File: config.mk
export PLATFORM = sky130hd
export DESIGN_NAME = jump_lut
export DESIGN_NICKNAME = d
export VERILOG_FILES = /design/src/rtl/jump_lut_pkg.sv /design/src/rtl/jump_lut_loader.sv /design/src/rtl/jump_lut.sv
export SDC_FILE = /design/constraint.sdc
export NUM_CORES = 1
export LEC_CHECK = 0
export CAP_MARGIN = 30
export CORE_MARGIN = 2
export CORE_UTILIZATION = 55
export CTS_CLUSTER_SIZE = 16
export DETAILED_ROUTE_END_ITERATION = 7
export GPL_ROUTABILITY_DRIVEN = 0
export PLACE_DENSITY_LB_ADDON = 0.1
export REMOVE_ABC_BUFFERS = 1
export SYNTH_ARGS = -nofsm -noshare
export SYNTH_HDL_FRONTEND = slang
export SYNTH_HIERARCHICAL = 1
export SYNTH_SLANG_ARGS = --single-unit
export TNS_END_PERCENT = 100
File: constraint.sdc
create_clock -name clk -period 4.4 [get_ports clk]
set_input_delay 0.66 -clock clk [delete_from_list [all_inputs] [get_ports clk]]
set_output_delay 0.66 -clock clk [all_outputs]
set_load 0.05 [all_outputs]
File: src/rtl/jump_lut_pkg.sv
// -----------------------------------------------------------------------------
// jump_lut_pkg
// Shared definitions for the jump lookup table:
//   - load_state_t : loader FSM states (IDLE, LOAD)
//   - chunk_count  : number of byte beats needed to load a W-bit entry
// -----------------------------------------------------------------------------
package jump_lut_pkg;

  typedef enum logic {
    IDLE = 1'b0,
    LOAD = 1'b1
  } load_state_t;

  // Beats per entry: ceil(w / 8).
  function automatic int chunk_count(input int w);
    return (w + 7) / 8;
  endfunction

endpackage

File: src/rtl/jump_lut_loader.sv
// -----------------------------------------------------------------------------
// jump_lut_loader
// Assembles one table entry from byte beats (least-significant byte first) and
// emits a single-cycle commit strobe with the entry address and data once the
// final beat arrives.
//
// Ports:
//   clk             in  1  clock
//   Reset           in  1  synchronous active-high reset
//   i_write_en      in  1  load beat strobe
//   i_load_start    in  1  first beat of a new entry load
//   i_addr          in  A  entry address, sampled on start beats
//   i_byte          in  8  load byte
//   i_clear         in  1  abort any load silently
//   o_commit        out 1  entry complete this cycle (combinational)
//   o_commit_addr   out A  address of the committing entry
//   o_commit_data   out W  fully assembled entry value
//   o_busy          out 1  mid-load (state LOAD)
//   o_err           out 1  one-cycle pulse after a load was restarted
// -----------------------------------------------------------------------------
module jump_lut_loader
  import jump_lut_pkg::*;
#(
  parameter int W = 10,
  parameter int A = 4
) (
  input  logic         clk,
  input  logic         Reset,
  input  logic         i_write_en,
  input  logic         i_load_start,
  input  logic [A-1:0] i_addr,
  input  logic [7:0]   i_byte,
  input  logic         i_clear,
  output logic         o_commit,
  output logic [A-1:0] o_commit_addr,
  output logic [W-1:0] o_commit_data,
  output logic         o_busy,
  output logic         o_err
);

  localparam int NC = chunk_count(W);
  localparam int CW = (NC > 1) ? $clog2(NC) : 1;

  load_state_t   r_state, w_state_next;
  logic [CW-1:0] r_cnt,   w_cnt_next;
  logic [A-1:0]  r_addr,  w_addr_next;
  logic [W-1:0]  r_stage, w_stage_next;
  logic          r_err,   w_err_next;

  // Drop byte b into chunk idx of cur; bits of the last chunk beyond W are
  // simply discarded.
  function automatic logic [W-1:0] place_byte(input logic [W-1:0] cur,
                                               input int          idx,
                                               input logic [7:0]  b);
    logic [W-1:0] v;
    v = cur;
    for (int i = 0; i < W; i++) begin
      if (i / 8 == idx) v[i] = b[i % 8];
    end
    return v;
  endfunction

  always_comb begin
    // NOTE: every output of this block gets a default first, so no path can
    // leave a signal unassigned and infer a latch.
    w_state_next  = r_state;
    w_cnt_next    = r_cnt;
    w_addr_next   = r_addr;
    w_stage_next  = r_stage;
    w_err_next    = 1'b0;
    o_commit      = 1'b0;
    o_commit_addr = r_addr;
    o_commit_data = r_stage;

    if (i_clear) begin
      // Clear outranks any beat in the same cycle and aborts without an error.
      w_state_next = IDLE;
      w_cnt_next   = '0;
    end else if (i_write_en && i_load_start) begin
      // A start beat in LOAD discards the partial entry and flags the abort.
      w_err_next   = (r_state == LOAD);
      w_addr_next  = i_addr;
      w_stage_next = place_byte('0, 0, i_byte);
      if (NC == 1) begin
        o_commit      = 1'b1;
        o_commit_addr = i_addr;
        o_commit_data = w_stage_next;
        w_state_next  = IDLE;
        w_cnt_next    = '0;
      end else begin
        w_state_next = LOAD;
        w_cnt_next   = CW'(1);
      end
    end else if (i_write_en && (r_state == LOAD)) begin
      w_stage_next = place_byte(r_stage, int'(r_cnt), i_byte);
      if (r_cnt == CW'(NC - 1)) begin
        o_commit      = 1'b1;
        o_commit_addr = r_addr;
        o_commit_data = w_stage_next;
        w_state_next  = IDLE;
        w_cnt_next    = '0;
      end else begin
        w_cnt_next = r_cnt + CW'(1);
      end
    end
  end

  // NOTE: state registers use non-blocking assignments so every flop samples
  // the values from before the edge, independent of statement order.
  always_ff @(posedge clk) begin
    if (Reset) begin
      r_state <= IDLE;
      r_cnt   <= '0;
      r_addr  <= '0;
      r_stage <= '0;
      r_err   <= 1'b0;
    end else begin
      r_state <= w_state_next;
      r_cnt   <= w_cnt_next;
      r_addr  <= w_addr_next;
      r_stage <= w_stage_next;
      r_err   <= w_err_next;
    end
  end

  assign o_busy = (r_state == LOAD);
  assign o_err  = r_err;

endmodule

File: src/rtl/jump_lut.sv
// -----------------------------------------------------------------------------
// jump_lut
// Small jump-target lookup table. Entries are loaded byte-serially through
// jump_lut_loader and become visible only when fully assembled. Lookups have
// one cycle of latency and forward a same-cycle commit (write-first).
//
// Ports:
//   clk           in  1  sole clock
//   Reset         in  1  synchronous active-high reset
//   Write_En      in  1  load beat strobe
//   Load_Start    in  1  first beat of a new entry load
//   Imm_in        in  A  entry address (start beats only)
//   Acc_in        in  8  load byte
//   Clear         in  1  invalidate all entries, abort any load
//   Rd_En         in  1  lookup strobe
//   Rd_Addr       in  A  lookup address
//   Target        out W  registered lookup data
//   Target_Valid  out 1  looked-up entry valid
//   Load_Busy     out 1  mid-load
//   Load_Err      out 1  one-cycle abort pulse
// -----------------------------------------------------------------------------
module jump_lut
  import jump_lut_pkg::*;
#(
  parameter int W = 10,
  parameter int A = 4
) (
  input  logic         clk,
  input  logic         Reset,
  input  logic         Write_En,
  input  logic         Load_Start,
  input  logic [A-1:0] Imm_in,
  input  logic [7:0]   Acc_in,
  input  logic         Clear,
  input  logic         Rd_En,
  input  logic [A-1:0] Rd_Addr,
  output logic [W-1:0] Target,
  output logic         Target_Valid,
  output logic         Load_Busy,
  output logic         Load_Err
);

  localparam int DEPTH = 1 << A;

  logic         w_commit;
  logic [A-1:0] w_commit_addr;
  logic [W-1:0] w_commit_data;

  logic [W-1:0]     r_data [DEPTH];
  logic [DEPTH-1:0] r_valid;
  logic [W-1:0]     r_target;
  logic             r_target_valid;

  jump_lut_loader #(
    .W (W),
    .A (A)
  ) u_loader (
    .clk           (clk),
    .Reset         (Reset),
    .i_write_en    (Write_En),
    .i_load_start  (Load_Start),
    .i_addr        (Imm_in),
    .i_byte        (Acc_in),
    .i_clear       (Clear),
    .o_commit      (w_commit),
    .o_commit_addr (w_commit_addr),
    .o_commit_data (w_commit_data),
    .o_busy        (Load_Busy),
    .o_err         (Load_Err)
  );

  always_ff @(posedge clk) begin
    if (Reset) begin
      // NOTE: the table is a small flop array that must come up all-zero, so
      // it is reset explicitly; this would not map onto an SRAM macro.
      for (int i = 0; i < DEPTH; i++) r_data[i] <= '0;
      r_valid        <= '0;
      r_target       <= '0;
      r_target_valid <= 1'b0;
    end else begin
      if (Clear) r_valid <= '0;
      // The loader never commits in a Clear cycle, so the two cannot collide.
      if (w_commit) begin
        r_data[w_commit_addr]  <= w_commit_data;
        r_valid[w_commit_addr] <= 1'b1;
      end
      if (Rd_En) begin
        if (w_commit && (w_commit_addr == Rd_Addr)) begin
          r_target       <= w_commit_data;
          r_target_valid <= 1'b1;
        end else begin
          r_target       <= r_data[Rd_Addr];
          r_target_valid <= r_valid[Rd_Addr] & ~Clear;
        end
      end
    end
  end

  assign Target       = r_target;
  assign Target_Valid = r_target_valid;

endmodule

After elaboration in Yosys (flattened, before gate mapping)
Memory sizes are Yosys's and may differ from the RTL's. A register that Yosys moved wholly into a read port is not among the register bits.
Cells that the tools add are included.
Widths: inputs -> output; s select.

word-level totals
  register bits = 34
  bits in latches = 0
  memory bits (writable) = 160
  ROM bits = 0
  bits of input ports = 22
  output and inout port bits = 13
  logic and storage cells = 71
  memories = 1

operators by class
  add/subtract/negate cells = 1
  $mul = 0
  div/mod/pow operators = 0
  order comparisons = 3
  eq/ne operators = 1
  shift-type cells = 0
  multiplexer cells = 42
  bitwise logic cells = 4
  reductions and logical operators = 12

memories
  name    depth  bits a word  rd ports  clocked after Yosys merged registers in  write ports  line            text
  r_data  16     10           1         1                                        16           jump_lut.sv:49  logic [W-1:0] r_data [DEPTH];

operators with widths
  operator             number
  $mux 10              7
  $mux 16              3
  $mux 1               29
  $or 16x16->16        1
  $lt 4x5->1 const B   2
  $reduce_or 10->1     1
  $reduce_and 2->1     3
  $bmux 1 s4           1
  $demux 1 s4          1
  $eq 4x4->1           1
  $ge 4x1->1 const B   1
  $logic_and 1x1->1    4
  $mux 4               1
  $reduce_bool 2->1    2
  $reduce_or 3->1      1
  $not 1->1            2
  $reduce_or 2->1      1
  $add 1x1->1 const B  1
  $and 1x1->1          1

Depth between registers and ports, before layout
Gate-level depths: netlist of the first run.

  word-level depth = 9
  depth in mapped cells = 7
  gate-level depth less buffers = 5

Modules after synthesis
The synthesis of the first run kept the hierarchy.

modules (own cells, without submodules)
  module           instances  cells each  area an instance (µm²)  sequential area each (µm²)
  jump_lut         1          614         8569.5                  5345.1
  jump_lut_loader  1          88          807.0                   340.3

Worst setup path before layout of the first run
No wires, ideal clock.

  path kind = input port to flip-flop
  start = input Write_En
  end = memory r_data[0][0] (enable)
  setup time = 315 ps
  data arrival time = 2215 ps
  required time = 4085 ps
  slack = 1870 ps
  stages on the path = 6
  buffers on the path = 1
  cell sequence = buf_2 > nand2b_4 > nor3_1 > or4b_1 > nor3_2 > or2_2

RTL lines
  element          line            text
  start, declared  jump_lut.sv:30  input logic Write_En,
  end, declared    jump_lut.sv:49

==> flow_summary.yaml, run 1 <==
outcome:
  status: "complete, no violations"
place:
  portBuffers: 34
  detailed_place_hpwl_um: 13760
  dp_worst_setup_slack_ns: 0.8096
power:
  p_per_area_nw_per_um2: 406.9
  p_leak_uw: 0.004011
  ir_drop_uv: 273.4
logic_synthesis:
  synth.avg_cell_area_sq_um: 13.36
  seq_area_frac_synth: 0.6064
  synth_cell_types: 46
  synth_cells: 702
  synth_warnings: 6
  netlist_area_sq_um: 9376
  synth_seq_cells: 204
die:
  dieHeight_um: 134.6
  die_area_sq_um: 18110
  die_w_um: 134.6
  rows: 47
  coreArea_sq_um: 16640
  start_util: 0.5634
  ioPinCount: 35
clock_tree:
  clockBufferDepth: 3
  clk_pin_slew_worst_paths_ns: 0.06
  clock_latency_ns: 0.50
  cts-root-buf: "clkbuf_16"
  cts_resized: 0
  numCtsBuffers: 22
  cts.htree.levels: 1
  clkSinkCount: 204
  cts_setup_buffers: 0
  ctsHoldBuffers: 0
  cts_tree: "yes"
worst_setup_path:
  r2r_start: "u_loader/o_busy$_SDFFE_PP0P_"
  crit_path_start_kind: "primary input"
  cp-end-kind: "flop"
  crit_path_cell_trace: "clkdlybuf4s50_1 -> nand2b_4 -> nor3_1 -> or4b_1 -> nor2_1 -> or2_2"
  r2r_slack_ns: 1.74
  ff2ff_path_depth: 5
  critical_path.max_stage_delay_ns: 0.58
  critPathSlowestCell: "clkdlybuf4s50_1"
  critPathKind: "in -> reg"
  cp_max_fo: 12
  cp_data_arrival_time_ns: 3.26
  required_ns: 4.58
  reg2reg_to: "r_data[4][5]$_SDFFCE_PN0P_"
sta:
  setup_viol: 0
  fmax_mhz: 325.2
  skew_ns: 0.009823
  tightestPinTransition_ns: 1.016
  hold_viol_final: 0
  grt_setup_unrepaired: "no"
  timing.final.crit_share: 0.6989
  slew_viol_final: 0
  slew_headroom: 0.3220
  fin_crit_ns: 3.075
  worst_slack_ns: 1.325
  tns_ns: 0
drt:
  drt-total-wl_um: 21530
  drt_iter0_drc: 452
  num_vias: 5579
  wire_per_inst_um: 22.59
  drc: 0
  dr.pass1.iters: 5
  ant_nets: 0
  vias_per_cell: 5.854
hold_path:
  hold_end: "r_valid[11]$_SDFF_PP0_"
  holdPathStages: 1
  min_path_type: "reg -> reg"
  holdCritStartpoint: "r_valid[11]$_SDFF_PP0_"
cells_and_area:
  drive_gt1_frac: 0.1651
  area_growth_pct: 12.77
  fin_nets: 739
  antennaDiodeCount: 0
  fillers: 1207
run:
  drv_cap: 0
global_routing:
  grt_pass1_wl_um: 32770
  antenna_found_initial: 1
  gr-total-overflow: 0
  grt_use_total: 0.2433
  grt_start_max_net_pins: 58
  grt_pass1_vias: 5466
## critical path, delay by kind of cell
family	cells	cell delay, ns
buffers and inverters	1	0.58
AND/OR/NAND/NOR	5	2.01
## flip-flops by register name (all words and copies together), names as in the netlist
register,cells
u_loader/o_busy,1
r_data,160
u_loader/r_stage,10
u_loader/r_addr,4
r_valid,16
Target_Valid,1
u_loader/r_cnt,1
u_loader/o_err,1
Target,10
## cell usage in the layout (no fill, tap or decap), types with 3 or more instances in the layout
cell	instances
a21o_1	17
a21oi_1	4
a221oi_1	9
a31oi_1	10
and2_1	160
buf_2	3
buf_4	20
clkbuf_1	5
clkbuf_16	23
clkdlybuf4s50_1	31
clkinv_1	4
clkinv_2	3
dfxtp_1	44
edfxtp_1	160
inv_1	4
mux2_2	10
mux2i_1	35
mux4_2	32
nand2_1	16
nand2b_1	20
nand3_1	4
nand4b_1	3
nor2_1	40
nor3_1	6
o21ai_0	9
o21ai_1	3
o41ai_1	10
or2_2	16
xnor2_1	4
## power by group
part | switching (uW) | internal (uW)
registers | 48.0 | 2130
logic | 167 | 121
clock network | 726 | 1110
## logic make-up after synthesis
logic type,after synthesis,synth area share
AOI/OAI and AO/OA,73,0.05725
buffers and inverters,69,0.03496
muxes,77,0.1262
xor gates and xnor gates,4,0.003736
and+or+nand+nor,275,0.1715
DFF,204,0.6064
## synthesized netlist by cell type, drive strengths merged
library cell  number  area share
and2             160        0.11
edfxtp           160        0.51
dfxtp             44       0.094
clkbuf            43       0.018
nor2              40       0.016
mux2i             35       0.037
mux4              32       0.077
nand2b            22       0.016
buf               21       0.015
a21o              17       0.014
nand2             16      0.0064
or2               16       0.011
o21ai             13      0.0069
a31oi             10      0.0067
mux2              10       0.012
o41ai             10      0.0093
a221oi             9      0.0084
nor3               7      0.0043
a21oi              5      0.0039
inv                4      0.0016
nand3              4      0.0021
xnor2              4      0.0037
nand4b             3      0.0028
nand4bb            2      0.0024
nor2b              2      0.0013
o21a               2      0.0016
a2111oi            1      0.0016
a211oi             1     0.00080
a22oi              1     0.00080
a2bb2oi            1     0.00093
a311oi             1     0.00093
and3b              1      0.0011
clkinv             1     0.00040
nand3b             1     0.00080
o211ai             1     0.00080
o311ai             1     0.00093
or4b               1      0.0011
## final cells by class
cell class	instances	area (sq um)	area share
Timing Repair Buffer	55	503.0	0.04757
Multi-Input combinational cell	429	3367	0.3184
Clock inverter	10	102.6	0.009703
Sequential cell	204	5685	0.5377
Clock buffer	30	621.8	0.05881
Tap cell	220	275.3	0.02603
Inverter	5	18.77	0.001775
## routing by layer
metal	up-vias	GRT usage	share of wire
met4	0	0.07310	0.025
met5	-	0	0
met2	230	0.3784	0.47
li1	2574	-	-
met1	2743	0.3553	0.43
met3	32	0.04279	0.077
## per-stage QoR
stage / area, sq um / util / cells / power, uW / hold WS (ns)
after floorplan: 9067 / - / 638 / 2363 / 0.4208
after global placement: 9822 / 0.5902 / 912 / 2501 / 0.4327
after detailed placement: 9822 / 0.5902 / 912 / 2507 / 0.4372
after CTS: 10550 / 0.6337 / 952 / 4324 / 0.4509
after global routing: 10570 / 0.6354 / 953 / 4423 / 0.4757
final: 10570 / 0.6354 / 953 / 4303 / 0.4529
## worst max-delay path by stage
stage | startpoint | end | slack (ns) | depth (start not counted)
after floorplan | u_loader/o_busy$_SDFFE_PP0P_ | r_data[12][0]$_SDFFCE_PN0P_ | 1.69 | 5
after global placement | Clear | r_data[4][6]$_SDFFCE_PN0P_ | 0.95 | 6
after detailed placement | Clear | r_data[4][3]$_SDFFCE_PN0P_ | 0.81 | 6
after CTS | Clear | r_data[4][3]$_SDFFCE_PN0P_ | 1.34 | 6
after global routing | Clear | r_data[4][4]$_SDFFCE_PN0P_ | 1.14 | 6
final | Clear | r_data[4][5]$_SDFFCE_PN0P_ | 1.32 | 6
Power figures use the tool's default switching activity.
==> inputs of run 2 (changes only) <==
==> constraint.sdc (replaced) <==
create_clock -name clk -period 2.69 [get_ports clk]
set_input_delay 0.4035 -clock clk [delete_from_list [all_inputs] [get_ports clk]]
set_output_delay 0.4035 -clock clk [all_outputs]
set_load 0.05 [all_outputs]
==> run 2 against run 1 <==
  * Clock power rose by 52%
  * Hold slack lost 0.17 ns
  * Sequential power increased by 63%
  * Via count grew 1.6%
  * Die area stayed put
  * Register-to-register slack lost 1.4 ns
  * Power increased by 59%
  * Largest power group unchanged
  * Clock skew down 0.0037 ns
==> flow_summary.yaml, run 2 (synthesized netlist as in run 1, its figures left out) <==
power:
  total_power_uw: 6837
  p_leak_uw: 0.004062
  p_per_area_nw_per_um2: 642.8
  ir_drop_uv: 543.6
cells_and_area:
  antennaDiodeCount: 0
  fin_nets: 755
  seq_area_sq_um: 5685
  drive_gt1_frac: 0.1762
  fillers: 1223
  multi_input_area_sq_um: 3363
  regMostFlops: "r_data"
  largest_reg_flops: 160
  mostFrequentLayoutCells: "160 x and2_1, 160 x edfxtp_1, 44 x dfxtp_1"
  largestRegisters: "r_data (160), r_valid (16)"
  area_growth_pct: 13.42
hold_path:
  holdCritStartpoint: "Reset"
  min_path_type: "in -> reg"
die:
  dieHeight_um: 134.6
  start_util: 0.5634
  die_area_sq_um: 18110
  coreArea_sq_um: 16640
  rows: 47
  die_w_um: 134.6
  ioPinCount: 35
drt:
  vias_per_cell: 5.850
  dr.pass1.iters: 5
  ant_nets: 0
  drt-total-wl_um: 21090
  drc: 0
  wire_per_inst_um: 21.76
  drt_iter0_drc: 593
  num_vias: 5669
worst_setup_path:
  r2r_start: "u_loader/o_busy$_SDFFE_PP0P_"
  cp-end-kind: "flop"
  crit_start: "u_loader/o_busy$_SDFFE_PP0P_"
  crit_path_start_kind: "flop"
  cp_max_fo: 10
  cp_data_arrival_time_ns: 2.51
  critPathKind: "reg -> reg"
  critPathSlowestCell: "or4b_1"
  critical_path.max_stage_delay_ns: 0.60
  path_delay_family: "simple AND/OR/NAND/NOR gates"
  crit_path_cell_trace: "nand2_1 -> nor3_1 -> or4b_1 -> nor2_1 -> or2_2"
  required_ns: 2.86
  cp_num_buf_inv: 0
clock_tree:
  cts-root-buf: "clkbuf_16"
  numCtsBuffers: 23
  ctsHoldBuffers: 0
  clock_latency_ns: 0.49
  cts_tree: "yes"
  clkSinkCount: 204
  cts.htree.levels: 1
  cts_setup_buffers: 0
  cts_resized: 0
  clk_pin_slew_worst_paths_ns: 0.06
  clockBufferDepth: 3
global_routing:
  grt_use_total: 0.2419
  grt_busiest_layer: "met1"
  grt_util_met1: 0.3699
  met2_usage: 0.3580
  grt_start_max_net_pins: 39
  grt_pass1_vias: 5572
  antenna_found_initial: 0
  gr-usage-met3: 0.03416
  gr-total-overflow: 0
  grt_pass1_wl_um: 32800
sta:
  tightestPinTransition_ns: 0.8642
  slew_viol_final: 0
  hold_viol_final: 0
  grt_setup_unrepaired: "no"
  setup_viol: 0
  skew_ns: 0.006162
  fmax_mhz: 428.3
  timing.final.crit_share: 0.8679
  slew_headroom: 0.4231
  fin_crit_ns: 2.335
  tns_ns: 0
place:
  portBuffers: 34
  detailed_place_hpwl_um: 13740
run:
  drv_cap: 0
outcome:
  status: "complete, no violations"
==> run 2: changes by cell type in the layout (fill, tap and decap cells not counted), moves of 2 or more <==
cell and change:
buf_4 +13, buf_12 +2, clkinv_1 -2, clkbuf_1 +6, bufinv_16 -2
==> run 2: path summary, 6_finish.rpt <==
| kind | to | slack, ns | cells past startpoint |
|---|---|---|---|
| min reg2reg | r_valid[6]$_SDFF_PP0_ | 0.45 | 1 |
| max | r_data[8][5]$_SDFFCE_PN0P_ | 0.36 | 5 |
| max reg2reg | r_data[8][5]$_SDFFCE_PN0P_ | 0.36 | 5 |
| min | u_loader/r_addr[0]$_SDFFE_PP0P_ | 0.28 | 2 |
==> run 2: metal layers <==
metal / vias up / wire [um]
met5: - / 0
met3: 44 / 1256
met2: 222 / 9405
met4: 0 / 639
li1: 2604 / -
met1: 2799 / 9786
==> run 2: worst reg2reg max path: stages (launching register included) <==
cell and delay, ns:
dfxtp_1 0.47, nand2_1 0.10, nor3_1 0.39, or4b_1 0.60, nor2_1 0.17, or2_2 0.28
==> run 2: power breakdown <==
part / leakage, uW / internal (uW) / total (uW) / switching [uW]
Clock: 0.000328 / 1640 / 2780 / 1150
Combinational: 0.00172 / 210 / 492 / 281
Sequential: 0.00201 / 3490 / 3560 / 70.1
==> run 2: metrics by stage <==
step	hold WS [ns]	instance area, sq um	instances	util	setup WS, ns
6_report	0.2788	10640	969	0.6391	0.3553
5_1_grt	0.2928	10640	969	0.6391	0.1844
4_1_cts	0.2673	10640	969	0.6391	0.4159
3_5_place_dp	0.4388	9967	928	0.5989	0.01439
3_3_place_gp	0.4324	9956	927	0.5982	0.03691
2_1_floorplan	0.4208	9067	638	-	-0.02274
==> run 2: final cells by class <==
type,instances,share of cell area
sequential,204,0.5346
multi-input combinational,429,0.3162
clock buffer,36,0.06059
timing repair buffer,70,0.05871
tap,220,0.02588
clock inverter,5,0.002235
inverter,5,0.001765
==> inputs of run 3 (changes only) <==
==> constraint.sdc (replaced) <==
create_clock -name clk -period 2.5 [get_ports clk]
set_input_delay 0.375 -clock clk [delete_from_list [all_inputs] [get_ports clk]]
set_output_delay 0.375 -clock clk [all_outputs]
set_load 0.05 [all_outputs]
==> run 3 against run 2 <==
  * Sequential share of layout area down 0.49 points
  * Setup slack got worse by 0.11 ns
  * Clock skew increased by 0.0011 ns
  * Power rose by 8.3%
  * Wire length is 0.34% higher
  * Cell count grew 0.52%
  * Non-clock buffer count increased by 9
  * Combinational power up 11%
  * Critical endpoint is now r_data[8][3]$_SDFFCE_PN0P_
  * Clock power grew 9.0%
==> flow_summary.yaml, run 3 (synthesized netlist as in run 1, its figures left out) <==
global_routing:
  grt_util_met1: 0.3625
  grt_pass1_wl_um: 32610
  antenna_found_initial: 0
  gr-usage-met3: 0.03228
  gr-total-overflow: 0
  met2_usage: 0.3764
  grt_start_max_net_pins: 35
  grt_use_total: 0.2415
  grt_busiest_layer: "met2"
  grt_pass1_vias: 5628
cells_and_area:
  regMostFlops: "r_data"
  largest_reg_flops: 160
  mostFrequentLayoutCells: "160 x and2_1, 160 x edfxtp_1, 44 x dfxtp_1"
  area_growth_pct: 14.48
  fin_cells: 974
  fillers: 1231
  fin_nets: 762
  drive_gt1_frac: 0.1883
  largestRegisters: "r_data (160), r_valid (16)"
  antennaDiodeCount: 0
clock_tree:
  cts_resized: 0
  clk_pin_slew_worst_paths_ns: 0.06
  cts-root-buf: "clkbuf_16"
  numCtsBuffers: 21
  clockBufferDepth: 3
  cts_setup_buffers: 0
  cts_tree: "yes"
  cts.htree.levels: 1
  clkSinkCount: 204
  ctsHoldBuffers: 0
  clock_latency_ns: 0.49
sta:
  hold-worst-slack_ns: 0.2507
  worst_slack_ns: 0.2489
  slew_viol_final: 0
  slew_headroom: 0.3375
  tightestPinTransition_ns: 0.9872
  timing.final.crit_share: 0.9004
  hold_viol_final: 0
  skew_ns: 0.007305
  fmax_mhz: 444.2
  fin_crit_ns: 2.251
  setup_viol: 0
  grt_setup_unrepaired: "no"
  tns_ns: 0
die:
  coreArea_sq_um: 16640
  rows: 47
  start_util: 0.5634
  dieHeight_um: 134.6
  die_w_um: 134.6
  ioPinCount: 35
  die_area_sq_um: 18110
drt:
  drt-total-wl_um: 21160
  dr.pass1.iters: 7
  wire_per_inst_um: 21.72
  vias_per_cell: 5.777
  drt_iter0_drc: 568
  num_vias: 5627
  ant_nets: 0
  drc: 0
worst_setup_path:
  cp_max_fo: 10
  crit_path_start_kind: "flop"
  r2r_start: "u_loader/r_cnt$_SDFFE_PP0P_"
  crit_start: "u_loader/r_cnt$_SDFFE_PP0P_"
  critPathKind: "reg -> reg"
  cp_data_arrival_time_ns: 2.42
  cp-end-kind: "flop"
  required_ns: 2.67
power:
  p_leak_uw: 0.004119
  ir_drop_uv: 525.2
  p_per_area_nw_per_um2: 689.8
hold_path:
  min_path_type: "in -> reg"
  holdCritStartpoint: "Reset"
outcome:
  status: "complete, no violations"
place:
  dp_worst_setup_slack_ns: -0.1774
  portBuffers: 34
  placed_cells: 937
  detailed_place_hpwl_um: 13950
run:
  drv_cap: 0
[run 3: final timing paths]
check / to / slack [ns] / cells after the start
max: r_data[8][3]$_SDFFCE_PN0P_ / 0.25 / 5
min: u_loader/r_addr[1]$_SDFFE_PP0P_ / 0.25 / 2
max reg2reg: r_data[8][3]$_SDFFCE_PN0P_ / 0.25 / 5
min reg2reg: r_valid[0]$_SDFF_PP0_ / 0.45 / 1
[run 3: final cells by class]
| cell class | instances | area, sq um | share of cell area |
|---|---|---|---|
| Timing Repair Buffer | 79 | 716.9 | 0.06679 |
| Inverter | 5 | 18.77 | 0.001748 |
| Multi-Input combinational cell | 429 | 3363 | 0.3133 |
| Sequential cell | 204 | 5685 | 0.5297 |
| Tap cell | 220 | 275.3 | 0.02564 |
| Clock buffer | 32 | 626.9 | 0.05840 |
| Clock inverter | 5 | 47.55 | 0.004429 |
[run 3: layer usage]
metal	routed length [um]	vias up
met5	0	-
met1	9849	2816
met3	1146	36
met2	9675	167
li1	-	2608
met4	487	0
[run 3: power breakdown]
part           switching [uW]  internal (uW)  total, uW
clock network            1210           1820       3030
logic                     307            237        544
registers                75.1           3750       3830
[run 3: stage by stage]
| stage | total power [uW] | cell area [sq um] | utilization |
|---|---|---|---|
| 6_report | 7404 | 10730 | 0.6450 |
| 5_1_grt | 7642 | 10730 | 0.6450 |
| 4_1_cts | 7469 | 10730 | 0.6450 |
| 3_5_place_dp | 4447 | 10060 | 0.6045 |
| 3_3_place_gp | 4429 | 10050 | 0.6038 |
| 2_1_floorplan | 4160 | 9067 | - |
[run 3: worst max-delay path, stage by stage, from the launching register on]
cell and delay (ns):
dfxtp_1 0.40, nand2_1 0.07, nor3_1 0.42, or4b_1 0.58, nor2_1 0.16, or2_2 0.30
